<file path="src/rtl/branch_resolver_if.sv">
// Execute-stage branch bus between the pipeline and branch_resolver.
// master drives EX operands, prediction info and the fetch lookup PC; slave is the resolver.
interface branch_resolver_if;
    logic        stall;
    logic        ex_valid;
    logic [31:0] ex_pc;
    logic [31:0] ex_instr;
    logic [31:0] rs1_data;
    logic [31:0] rs2_data;
    logic        ex_pred_taken;
    logic [31:0] ex_pred_pc;
    logic [31:0] if_pc;
    logic        if_pred_taken;
    logic        redirect;
    logic [31:0] redirect_pc;
    logic [15:0] mispredict_cnt;

    modport master (
        output stall, ex_valid, ex_pc, ex_instr, rs1_data, rs2_data,
               ex_pred_taken, ex_pred_pc, if_pc,
        input  if_pred_taken, redirect, redirect_pc, mispredict_cnt
    );

    modport slave (
        input  stall, ex_valid, ex_pc, ex_instr, rs1_data, rs2_data,
               ex_pred_taken, ex_pred_pc, if_pc,
        output if_pred_taken, redirect, redirect_pc, mispredict_cnt
    );
endinterface

</file>
<file path="src/rtl/branch_resolver.sv">
// EX-stage resolution of BEQ/BNE/C.BEQZ/C.BNEZ: registered redirect on mispredict, saturating counter.
// Macro BRANCH_RESOLVER_BHT_EN adds the 2-bit direction-history table; otherwise fetch predicts not-taken.
module branch_resolver #(
    parameter int unsigned BHT_ENTRIES = 16
) (
    input  logic             clk,
    input  logic             rst_n,
    branch_resolver_if.slave bus
);
    localparam int unsigned XLEN  = 32;
    localparam int unsigned CNT_W = 16;
    localparam int unsigned IDX_W = (BHT_ENTRIES > 1) ? $clog2(BHT_ENTRIES) : 1;
    localparam logic [CNT_W-1:0] CNT_MAX = '1;

    logic [XLEN-1:0]  instr;
    logic             is_b;
    logic             is_cb;
    logic             cond_ne;
    logic             operands_eq;
    logic             taken;
    logic [XLEN-1:0]  imm;
    logic [XLEN-1:0]  target;
    logic [XLEN-1:0]  fallthrough;
    logic [XLEN-1:0]  actual_next;
    logic             resolve;
    logic             mispredict;

    logic             redirect_q;
    logic             redirect_d;
    logic [XLEN-1:0]  redirect_pc_q;
    logic [XLEN-1:0]  redirect_pc_d;
    logic [CNT_W-1:0] mispredict_cnt_q;
    logic [CNT_W-1:0] mispredict_cnt_d;

    assign instr = bus.ex_instr;

    // Decode branch form, immediate and fallthrough step
    always_comb begin
        is_b        = 1'b0;
        is_cb       = 1'b0;
        cond_ne     = 1'b0;
        imm         = '0;
        fallthrough = bus.ex_pc + XLEN'(4);
        if (instr[1:0] == 2'b11) begin
            if (instr[6:0] == 7'b1100011 && instr[14:13] == 2'b00) begin
                is_b    = 1'b1;
                cond_ne = instr[12];
            end
            imm = {{20{instr[31]}}, instr[7], instr[30:25], instr[11:8], 1'b0};
        end else if (instr[1:0] == 2'b01 && instr[15:14] == 2'b11) begin
            is_cb       = 1'b1;
            cond_ne     = instr[13];
            imm         = {{24{instr[12]}}, instr[6:5], instr[2], instr[11:10], instr[4:3], 1'b0};
            fallthrough = bus.ex_pc + XLEN'(2);
        end
    end

    // CB forms compare against zero instead of rs2
    assign operands_eq = (bus.rs1_data == (is_cb ? '0 : bus.rs2_data));
    assign taken       = operands_eq ^ cond_ne;
    assign target      = bus.ex_pc + imm;
    assign actual_next = taken ? target : fallthrough;

    // EX contents during a redirect cycle are wrong-path and must not resolve
    assign resolve    = bus.ex_valid & (is_b | is_cb) & ~bus.stall & ~redirect_q;
    assign mispredict = resolve & (bus.ex_pred_pc != actual_next);

    always_comb begin
        redirect_d       = mispredict;
        redirect_pc_d    = redirect_pc_q;
        mispredict_cnt_d = mispredict_cnt_q;
        if (mispredict) begin
            redirect_pc_d = actual_next;
            if (mispredict_cnt_q != CNT_MAX) begin
                mispredict_cnt_d = mispredict_cnt_q + CNT_W'(1);
            end
        end
    end

    always_ff @(posedge clk or negedge rst_n) begin
        if (!rst_n) begin
            redirect_q       <= 1'b0;
            redirect_pc_q    <= '0;
            mispredict_cnt_q <= '0;
        end else begin
            redirect_q       <= redirect_d;
            redirect_pc_q    <= redirect_pc_d;
            mispredict_cnt_q <= mispredict_cnt_d;
        end
    end

    assign bus.redirect       = redirect_q;
    assign bus.redirect_pc    = redirect_pc_q;
    assign bus.mispredict_cnt = mispredict_cnt_q;

`ifdef BRANCH_RESOLVER_BHT_EN
    logic [1:0]       bht_q [BHT_ENTRIES];
    logic [IDX_W-1:0] ex_idx;
    logic [IDX_W-1:0] if_idx;
    logic [1:0]       bht_cur;
    logic [1:0]       bht_nxt;

    assign ex_idx = bus.ex_pc[IDX_W:1];
    assign if_idx = bus.if_pc[IDX_W:1];

    // Saturating 2-bit update toward the resolved direction
    always_comb begin
        bht_cur = bht_q[ex_idx];
        bht_nxt = bht_cur;
        if (taken && bht_cur != 2'b11) begin
            bht_nxt = bht_cur + 2'd1;
        end else if (!taken && bht_cur != 2'b00) begin
            bht_nxt = bht_cur - 2'd1;
        end
    end

    always_ff @(posedge clk or negedge rst_n) begin
        if (!rst_n) begin
            for (int unsigned i = 0; i < BHT_ENTRIES; i++) begin
                bht_q[i] <= 2'b01;
            end
        end else if (resolve) begin
            bht_q[ex_idx] <= bht_nxt;
        end
    end

    assign bus.if_pred_taken = bht_q[if_idx][1];
`else
    assign bus.if_pred_taken = 1'b0;
`endif

endmodule

</file>
<file path="src/flat_wrapper.sv">
// flat-port wrapper written by rule: the top's interface ports become plain ports
module branch_resolver_flat 
#(
    parameter int unsigned BHT_ENTRIES = 16
)
  (clk, rst_n, bus_stall, bus_ex_valid, bus_ex_pc, bus_ex_instr, bus_rs1_data, bus_rs2_data, bus_ex_pred_taken, bus_ex_pred_pc, bus_if_pc, bus_if_pred_taken, bus_redirect, bus_redirect_pc, bus_mispredict_cnt);
  branch_resolver_if bus_i ();
  input  logic clk;
  input  logic rst_n;
  input wire logic [$bits(bus_i.stall)-1:0] bus_stall;
  input wire logic [$bits(bus_i.ex_valid)-1:0] bus_ex_valid;
  input wire logic [$bits(bus_i.ex_pc)-1:0] bus_ex_pc;
  input wire logic [$bits(bus_i.ex_instr)-1:0] bus_ex_instr;
  input wire logic [$bits(bus_i.rs1_data)-1:0] bus_rs1_data;
  input wire logic [$bits(bus_i.rs2_data)-1:0] bus_rs2_data;
  input wire logic [$bits(bus_i.ex_pred_taken)-1:0] bus_ex_pred_taken;
  input wire logic [$bits(bus_i.ex_pred_pc)-1:0] bus_ex_pred_pc;
  input wire logic [$bits(bus_i.if_pc)-1:0] bus_if_pc;
  output wire logic [$bits(bus_i.if_pred_taken)-1:0] bus_if_pred_taken;
  output wire logic [$bits(bus_i.redirect)-1:0] bus_redirect;
  output wire logic [$bits(bus_i.redirect_pc)-1:0] bus_redirect_pc;
  output wire logic [$bits(bus_i.mispredict_cnt)-1:0] bus_mispredict_cnt;
  assign bus_i.stall = bus_stall;
  assign bus_i.ex_valid = bus_ex_valid;
  assign bus_i.ex_pc = bus_ex_pc;
  assign bus_i.ex_instr = bus_ex_instr;
  assign bus_i.rs1_data = bus_rs1_data;
  assign bus_i.rs2_data = bus_rs2_data;
  assign bus_i.ex_pred_taken = bus_ex_pred_taken;
  assign bus_i.ex_pred_pc = bus_ex_pred_pc;
  assign bus_i.if_pc = bus_if_pc;
  assign bus_if_pred_taken = bus_i.if_pred_taken;
  assign bus_redirect = bus_i.redirect;
  assign bus_redirect_pc = bus_i.redirect_pc;
  assign bus_mispredict_cnt = bus_i.mispredict_cnt;
  branch_resolver #(.BHT_ENTRIES(BHT_ENTRIES)) u_core (.clk(clk), .rst_n(rst_n), .bus(bus_i));
endmodule
</file>
<file path="config.mk">
export PLATFORM = sky130hd
export DESIGN_NAME = branch_resolver_flat
export DESIGN_NICKNAME = d
export VERILOG_FILES = /design/src/rtl/branch_resolver_if.sv /design/src/rtl/branch_resolver.sv /design/src/flat_wrapper.sv
export SDC_FILE = /design/constraint.sdc
export NUM_CORES = 1
export LEC_CHECK = 0
export CORE_MARGIN = 3
export CORE_UTILIZATION = 46
export DETAILED_ROUTE_END_ITERATION = 16
export PLACE_DENSITY = 0.83
export SLEW_MARGIN = 20
export SYNTH_ARGS = -nofsm -noshare
export SYNTH_HDL_FRONTEND = slang
export SYNTH_SLANG_ARGS = --single-unit
</file>
<file path="constraint.sdc">
create_clock -name clk -period 2.77 [get_ports clk]
set_input_delay 0.4155 -clock clk [delete_from_list [all_inputs] [get_ports clk]]
set_output_delay 0.4155 -clock clk [all_outputs]
set_load 0.05 [all_outputs]
</file>
==> results of run 1 <==
[sequential cells by signal, indices dropped and copies added (netlist names)]
name,flops
u_core.bus.mispredict_cnt,16
u_core.bus.redirect_pc,32
u_core.bus.redirect,1
[where the power goes]
part	total [µW]	switching, µW	internal [µW]
Clock	722	271	451
Sequential	922	93.4	829
Combinational	2540	1340	1210
[through the flow]
step | hold slack, ns | power [µW]
floorplan | 0.1199 | 2005
global placement | 0.4729 | 3051
detailed placement | 0.4850 | 3100
CTS | 0.3467 | 3945
global route | 0.1849 | 4333
finish | 0.1356 | 4187
[worst reg2reg max path: cells and delay by family (launching register included)]
| family | cells | cell delay (ns) |
|---|---|---|
| AND/OR/NAND/NOR | 7 | 1.31 |
| multiplexers | 1 | 0.28 |
| flip-flops | 1 | 0.46 |
[worst paths after layout]
check	start	end	slack, ns	depth (start not counted)
min in group clk	u_core.bus.mispredict_cnt[5]	u_core.bus.mispredict_cnt[5]	0.50	1
worst max-delay path	bus_ex_instr[15]	u_core.bus.redirect_pc[2]	-2.04	20
worst min-delay path	rst_n	u_core.bus.mispredict_cnt[12]	0.14	1
max in group asynchronous	rst_n	u_core.bus.redirect_pc[27]	2.23	1
worst min register to register	u_core.bus.mispredict_cnt[5]	u_core.bus.mispredict_cnt[5]	0.50	1
worst max register to register	u_core.bus.mispredict_cnt[7]	u_core.bus.mispredict_cnt[1]	0.61	8
[cell families after synthesis]
kind of cell | after synthesis
other | 1
flip-flops | 49
multiplexers | 46
XOR/XNOR | 122
AND/OR/NAND/NOR | 315
AO/OA/AOI/OAI | 209
adder cells (fa/ha/maj) | 34
buffers and inverters | 50
[layout by cell type, fill, tap and decap left out, types with 9 or more instances in the layout]
master	netlist	final
sky130_fd_sc_hd__a21oi_1	44	33
sky130_fd_sc_hd__xnor2_1	56	54
sky130_fd_sc_hd__and3_1	17	13
sky130_fd_sc_hd__mux2_4	0	27
sky130_fd_sc_hd__dfrtp_1	49	49
sky130_fd_sc_hd__buf_4	3	270
sky130_fd_sc_hd__clkdlybuf4s50_1	0	195
sky130_fd_sc_hd__nand4_1	22	22
sky130_fd_sc_hd__and2_1	10	9
sky130_fd_sc_hd__ha_4	0	14
sky130_fd_sc_hd__nor3_1	22	19
sky130_fd_sc_hd__inv_1	13	10
sky130_fd_sc_hd__nand3_1	29	27
sky130_fd_sc_hd__a21o_1	11	10
sky130_fd_sc_hd__ha_1	33	17
sky130_fd_sc_hd__nand2_1	94	90
sky130_fd_sc_hd__xor2_1	60	56
sky130_fd_sc_hd__mux2i_1	13	13
sky130_fd_sc_hd__o21ai_0	48	34
sky130_fd_sc_hd__nor2_1	53	51
sky130_fd_sc_hd__o21ai_1	3	9
[routing by layer]
| metal | GRT usage | up-vias | part of all wire |
|---|---|---|---|
| met5 | 0 | - | 0 |
| met2 | 0.6318 | 690 | 0.48 |
| met4 | 0.1022 | 0 | 0.056 |
| met3 | 0.04835 | 194 | 0.094 |
| met1 | 0.4349 | 4309 | 0.37 |
| li1 | - | 4004 | - |
[cell type report]
type | count | area (µm²)
Fill cell | 764 | 2145
Tap cell | 180 | 225.2
Timing Repair Buffer | 484 | 4218
Inverter | 13 | 48.80
Sequential cell | 49 | 1226
Clock buffer | 6 | 138.9
Multi-Input combinational cell | 728 | 5949
Clock inverter | 2 | 37.54
[repair_timing]
| item | 4_1_cts | 5_1_grt |
|---|---|---|
| pin swaps | 24 | 42 |
| endpoints found under the setup margin | 49 | 49 |
| gates resized for setup | 100 | 77 |
| setup buffers | 16 | 7 |
| cloned | 3 | 1 |
==> metrics.yaml, run 1 <==
yosys-top-cells-area: "sky130_fd_sc_hd__dfrtp_1 19%, sky130_fd_sc_hd__xor2_1 8.0%, sky130_fd_sc_hd__xnor2_1 7.4%"
path_cells: "buf_2, and4b_2, a22o_1, ha_2, inv_2, fa_2, nor2b_4, o2111ai_2, a2111o_1, and3_4, xor2_4, o221ai_4, nor3_2, o2111ai_1, or4_4, a2111oi_4, or2_4, buf_8, clkbuf_16, mux2_4"
final_cells: 1462
antenna_cells: 0
cts_inserted_buffers: 5
synth.area.mux_share: 0.07592
yosys-top-cells-count: "94 x sky130_fd_sc_hd__nand2_1, 60 x sky130_fd_sc_hd__xor2_1, 56 x sky130_fd_sc_hd__xnor2_1"
cap_viol_max_count: 0
layout_min_cycle_time_ns: 4.810
synth-main-ff-cell: "sky130_fd_sc_hd__dfrtp_1"
timing.critical_path.required_ns: 2.95
status: "complete, but fails checks"
path_buf_inv: 4
timing.critical_path.slowest_stage_cell: "sky130_fd_sc_hd__or4_4"
ant_nets: 0
synth.distinct_cells: 73
cell_taking_the_most_area_after_synthesis: "sky130_fd_sc_hd__dfrtp_1"
timing.critical_path.max_delay_family: "simple AND/OR/NAND/NOR gates"
synth-compound-area-share: 0.2153
setup_total_negative_slack_ns: -93.97
power_per_cell_area_nw_per_um2: 353.5
core_region_area_um2: 13990
area_delta_synth_final_pct: 79.21
worst_path_clk_slew_ns: 0.07
timing.final.crit_share: 1.736
timing.critical_path.arrival_ns: 4.99
largest_family_of_logic_cells_by_synthesized_area: "simple AND/OR/NAND/NOR gates"
syn-instance-count: 826
synth_top_cell_area_share: 0.1855
grt_start_max_net_pins: 50
power.ir.vdd_worst_mv: 0.2781
synthesis.nets: 1057
post_synthesis_average_cell_area_um2: 8.001
placement.setup.worst_slack_ns: -2.700
synthesis.area_um2: 6609
timing.final.hold_violations: 0
layout.nets: 1512
drive_above_1_share: 0.3409
dp_hpwl_um: 22210
cts_root_buf: "sky130_fd_sc_hd__clkbuf_16"
final_critical_path_setup_slack_ns: -2.040
fp.dieArea_um2: 15840
synthAdderAreaFrac: 0.06551
timing_max_transition_violations_final: 0
worst-path-max-fanout: 6
synthArstFlopShare: 1.000
p_leak_uw: 0.005272
routed_via_density: 6.291
worst_skew_pair.late_latency_ns: 0.29
synth_seq_area_share: 0.1855
post-synth-top-count-cell: "sky130_fd_sc_hd__nand2_1"
overall_die_width_um: 125.9
initial_utilization: 0.4725
setup.worst_path.start_class: "primary input"
gp_routability_congestion: 0.9840
dpl_cell_area_um2: 10710
detailroute.via_count: 9197
min-delay-path-class: "in2async"
critical_path.endpoint_type: "flip-flop"
violations: "negative setup slack"
ctsLongestPathBuffers: 2
synth_enable_flop_cells: 0
finalSetupViolCount: 49
initial_antenna_violation_count: 0
grtUsageTotal: 0.3500
h-tree-depth: 2
crit_type: "in2reg"
postLayoutCoreUtil: 0.8467
yosys.area_share.simple: 0.2474
io_buffers: 203
globalRoute.totalOverflow: 0
unrepaired_setup_endpoints_after_global_routing: "yes"
fin_worst_skew_ns: 0.005276
num_io_pins: 247
dpl.cell_count: 1431
achievable-frequency_mhz: 207.9
tritoncts_clock_tree: "done"
critical-path-max-stage-delay_ns: 0.56
slew-limit-headroom: 0.5928
grt_first_pass_wirelength_um: 45560
worstMarginPinSlew_ns: 0.6109
synth-xor-area-share: 0.1742
synth-seq-cells: 49
ys_warn_count: 0
final_area_um2: 11840
cts_hold_repair.buffers: 0
die_height_um: 125.9
routed_wirelength_um: 32450
rows: 43
wl_per_cell_um: 22.20
clock_sinks: 49
initialDrtViolationCount: 1025
detailedRoute.firstPassIterationCount: 7
grt_pass1_vias: 8762
detail_route.drc_violations: 0
Power figures use the tool's default switching activity.
==> inputs of run 2 (changes only) <==
Settings changed: SKIP_LAST_GASP from default to 1.
==> metrics.yaml, run 2 (synthesis results as in run 1) <==
worst-path-max-fanout: 7  # was 6
ff_latch_area_um2: 1226  # unchanged
min-delay-path-class: "in2async"  # unchanged
detail_route.drc_violations: 0  # unchanged
gp_routability_congestion: 0.9840  # unchanged
globalRouteMet1Util: 0.4305  # was 0.4349
cts_hold_repair.buffers: 0  # unchanged
slew-limit-headroom: 0.5854  # was 0.5928
multi_input_comb_area_um2: 5882  # was 5949 µm²
layout_common_cells: "272 x sky130_fd_sc_hd__buf_4, 195 x sky130_fd_sc_hd__clkdlybuf4s50_1, 91 x sky130_fd_sc_hd__nand2_1, 58 x sky130_fd_sc_hd__xor2_1, 54 x sky130_fd_sc_hd__xnor2_1"  # was 270 x sky130_fd_sc_hd__buf_4, 195 x sky130_fd_sc_hd__clkdlybuf4s50_1, 90 x sky130_fd_sc_hd__nand2_1, 56 x sky130_fd_sc_hd__xor2_1, 54 x sky130_fd_sc_hd__xnor2_1
grtUsageTotal: 0.3543  # was 0.3500
routed_via_density: 6.276  # was 6.291
worst_skew_pair.late_latency_ns: 0.29  # about the same
status: "complete, but fails checks"  # unchanged
holdWs_ns: 0.1303  # was 0.1356 ns
fp.dieArea_um2: 15840  # unchanged
grt_pass1_vias: 8888  # was 8762
finalSetupViolCount: 49  # unchanged
power.ir.vdd_worst_mv: 0.3029  # was 0.2781 mV
final_critical_path_setup_slack_ns: -2.150  # was -2.040 ns
postLayoutCoreUtil: 0.8452  # was 0.8467
globalRoute.totalOverflow: 0  # unchanged
initialDrtViolationCount: 1017  # was 1025
setup_total_negative_slack_ns: -99.42  # was -93.97 ns
setup.worst_path.start_class: "primary input"  # unchanged
ctsLongestPathBuffers: 2  # unchanged
worstMarginPinSlew_ns: 0.6219  # was 0.6109 ns
ant_nets: 0  # unchanged
timing.final.crit_share: 1.776  # was 1.736
drive_above_1_share: 0.3351  # was 0.3409
area_delta_synth_final_pct: 78.89  # was 79.21%
die_height_um: 125.9  # unchanged
timing.final.hold_violations: 0  # unchanged
power_per_cell_area_nw_per_um2: 354.3  # was 353.5 nW/µm²
largest_reg_flops: 32  # unchanged
core_region_area_um2: 13990  # unchanged
busiest_metal_layer_after_global_routing: "met2"  # unchanged
achievable-frequency_mhz: 203.3  # was 207.9 MHz
fin_worst_skew_ns: 0.005120  # was 0.005276 ns
wl_per_cell_um: 22.12  # was 22.20 µm
grt_start_max_net_pins: 50  # unchanged
io_buffers: 203  # unchanged
detailedRoute.firstPassIterationCount: 7  # unchanged
grtUsageMet3: 0.05937  # was 0.04835
routed_wirelength_um: 32420  # was 32450 µm
mostFrequentLayoutCell: "sky130_fd_sc_hd__buf_4"  # unchanged
num_io_pins: 247  # unchanged
cts_root_buf: "sky130_fd_sc_hd__clkbuf_16"  # unchanged
timing.critical_path.required_ns: 2.95  # about the same
layout_min_cycle_time_ns: 4.920  # was 4.810 ns
antenna_cells: 0  # unchanged
final_area_um2: 11820  # was 11840 µm²
dpl_cell_area_um2: 10710  # unchanged
timing.critical_path.arrival_ns: 5.10  # was 4.99 ns
gr-usage-met2: 0.6419  # was 0.6318
h-tree-depth: 2  # unchanged
clock_sinks: 49  # unchanged
worst_path_clk_slew_ns: 0.07  # about the same
p_leak_uw: 0.005272  # about the same
cap_viol_max_count: 0  # unchanged
rows: 43  # unchanged
dp_hpwl_um: 22210  # unchanged
initial_antenna_violation_count: 0  # unchanged
crit_type: "in2reg"  # unchanged
unrepaired_setup_endpoints_after_global_routing: "yes"  # unchanged
initial_utilization: 0.4725  # unchanged
n_fill_cell: 759  # was 764
tritoncts_clock_tree: "done"  # unchanged
layout.nets: 1516  # was 1512
cts_inserted_buffers: 5  # unchanged
detailroute.via_count: 9201  # was 9197
critical_path.endpoint_type: "flip-flop"  # unchanged
total_power_consumption_of_the_routed_design_uw: 4189  # was 4187 µW
overall_die_width_um: 125.9  # unchanged
timing_max_transition_violations_final: 0  # unchanged
grt_first_pass_wirelength_um: 46040  # was 45560 µm
violations: "negative setup slack"  # unchanged
==> run 2: cell count changes in the layout (fill, tap and decap cells not counted), sizes merged <==
cell | previous run | this run
buf | 285 | 289
==> run 2: metrics by stage <==
stage	instances	setup slack (ns)
after global placement	1431	-2.602
final	1466	-2.150
after CTS	1457	-1.970
after floorplan	826	-1.839
after global routing	1466	-2.291
after detailed placement	1431	-2.700
==> run 2: area by class of cell <==
cell class                 count  area share
multi-input combinational    728      0.4975
timing repair buffer         488      0.3607
sequential                    49      0.1037
tap                          180     0.01905
clock buffer                   6     0.01175
inverter                      13    0.004127
clock inverter                 2    0.003175
==> run 2: final timing paths <==
| path | cells after the start | to | from | slack [ns] |
|---|---|---|---|---|
| max in group asynchronous | 1 | u_core.bus.mispredict_cnt[15] | rst_n | 2.21 |
| min in group clk | 1 | u_core.bus.mispredict_cnt[5] | u_core.bus.mispredict_cnt[5] | 0.51 |
| min reg2reg | 1 | u_core.bus.mispredict_cnt[5] | u_core.bus.mispredict_cnt[5] | 0.51 |
| min | 1 | u_core.bus.redirect_pc[19] | rst_n | 0.13 |
| max | 21 | u_core.bus.redirect_pc[17] | bus_ex_instr[15] | -2.15 |
| max reg2reg | 8 | u_core.bus.mispredict_cnt[1] | u_core.bus.mispredict_cnt[7] | 0.53 |
==> run 2: timing repair <==
item,CTS,global route
buffers inserted,16,11
endpoints found under the setup margin,49,49
pin swaps,24,44
gates resized for setup,89,73
gates cloned,3,1
==> run 2: routing by layer <==
metal | vias to the layer above | routed length, µm
met1 | 4329 | 11950
met5 | - | 0
met4 | 0 | 1650
li1 | 4001 | -
met3 | 186 | 3007
met2 | 685 | 15810
==> run 2: critical path, stage by stage <==
cell and delay [ns]:
sky130_fd_sc_hd__buf_2 0.13, sky130_fd_sc_hd__and4b_2 0.29, sky130_fd_sc_hd__and3_4 0.25, sky130_fd_sc_hd__a21o_1 0.15
sky130_fd_sc_hd__ha_4 0.24, sky130_fd_sc_hd__a21oi_1 0.26, sky130_fd_sc_hd__o21ai_2 0.11, sky130_fd_sc_hd__a41oi_1 0.28
sky130_fd_sc_hd__buf_4 0.19, sky130_fd_sc_hd__buf_4 0.12, sky130_fd_sc_hd__a21oi_1 0.08, sky130_fd_sc_hd__nor3b_2 0.34
sky130_fd_sc_hd__o221ai_4 0.20, sky130_fd_sc_hd__nor3_2 0.15, sky130_fd_sc_hd__o2111ai_1 0.12, sky130_fd_sc_hd__or4_4 0.56
sky130_fd_sc_hd__a2111oi_4 0.37, sky130_fd_sc_hd__or2_4 0.22, sky130_fd_sc_hd__buf_8 0.14, sky130_fd_sc_hd__clkbuf_16 0.17
sky130_fd_sc_hd__mux2_4 0.30
==> run 2: power breakdown <==
part	total, µW	internal [µW]	switching [µW]	leakage, µW
combinational	2530	1200	1330	0.00455
clock	731	451	280	0.0000831
sequential	928	828	100	0.000642
total	4190	2480	1710	0.00527
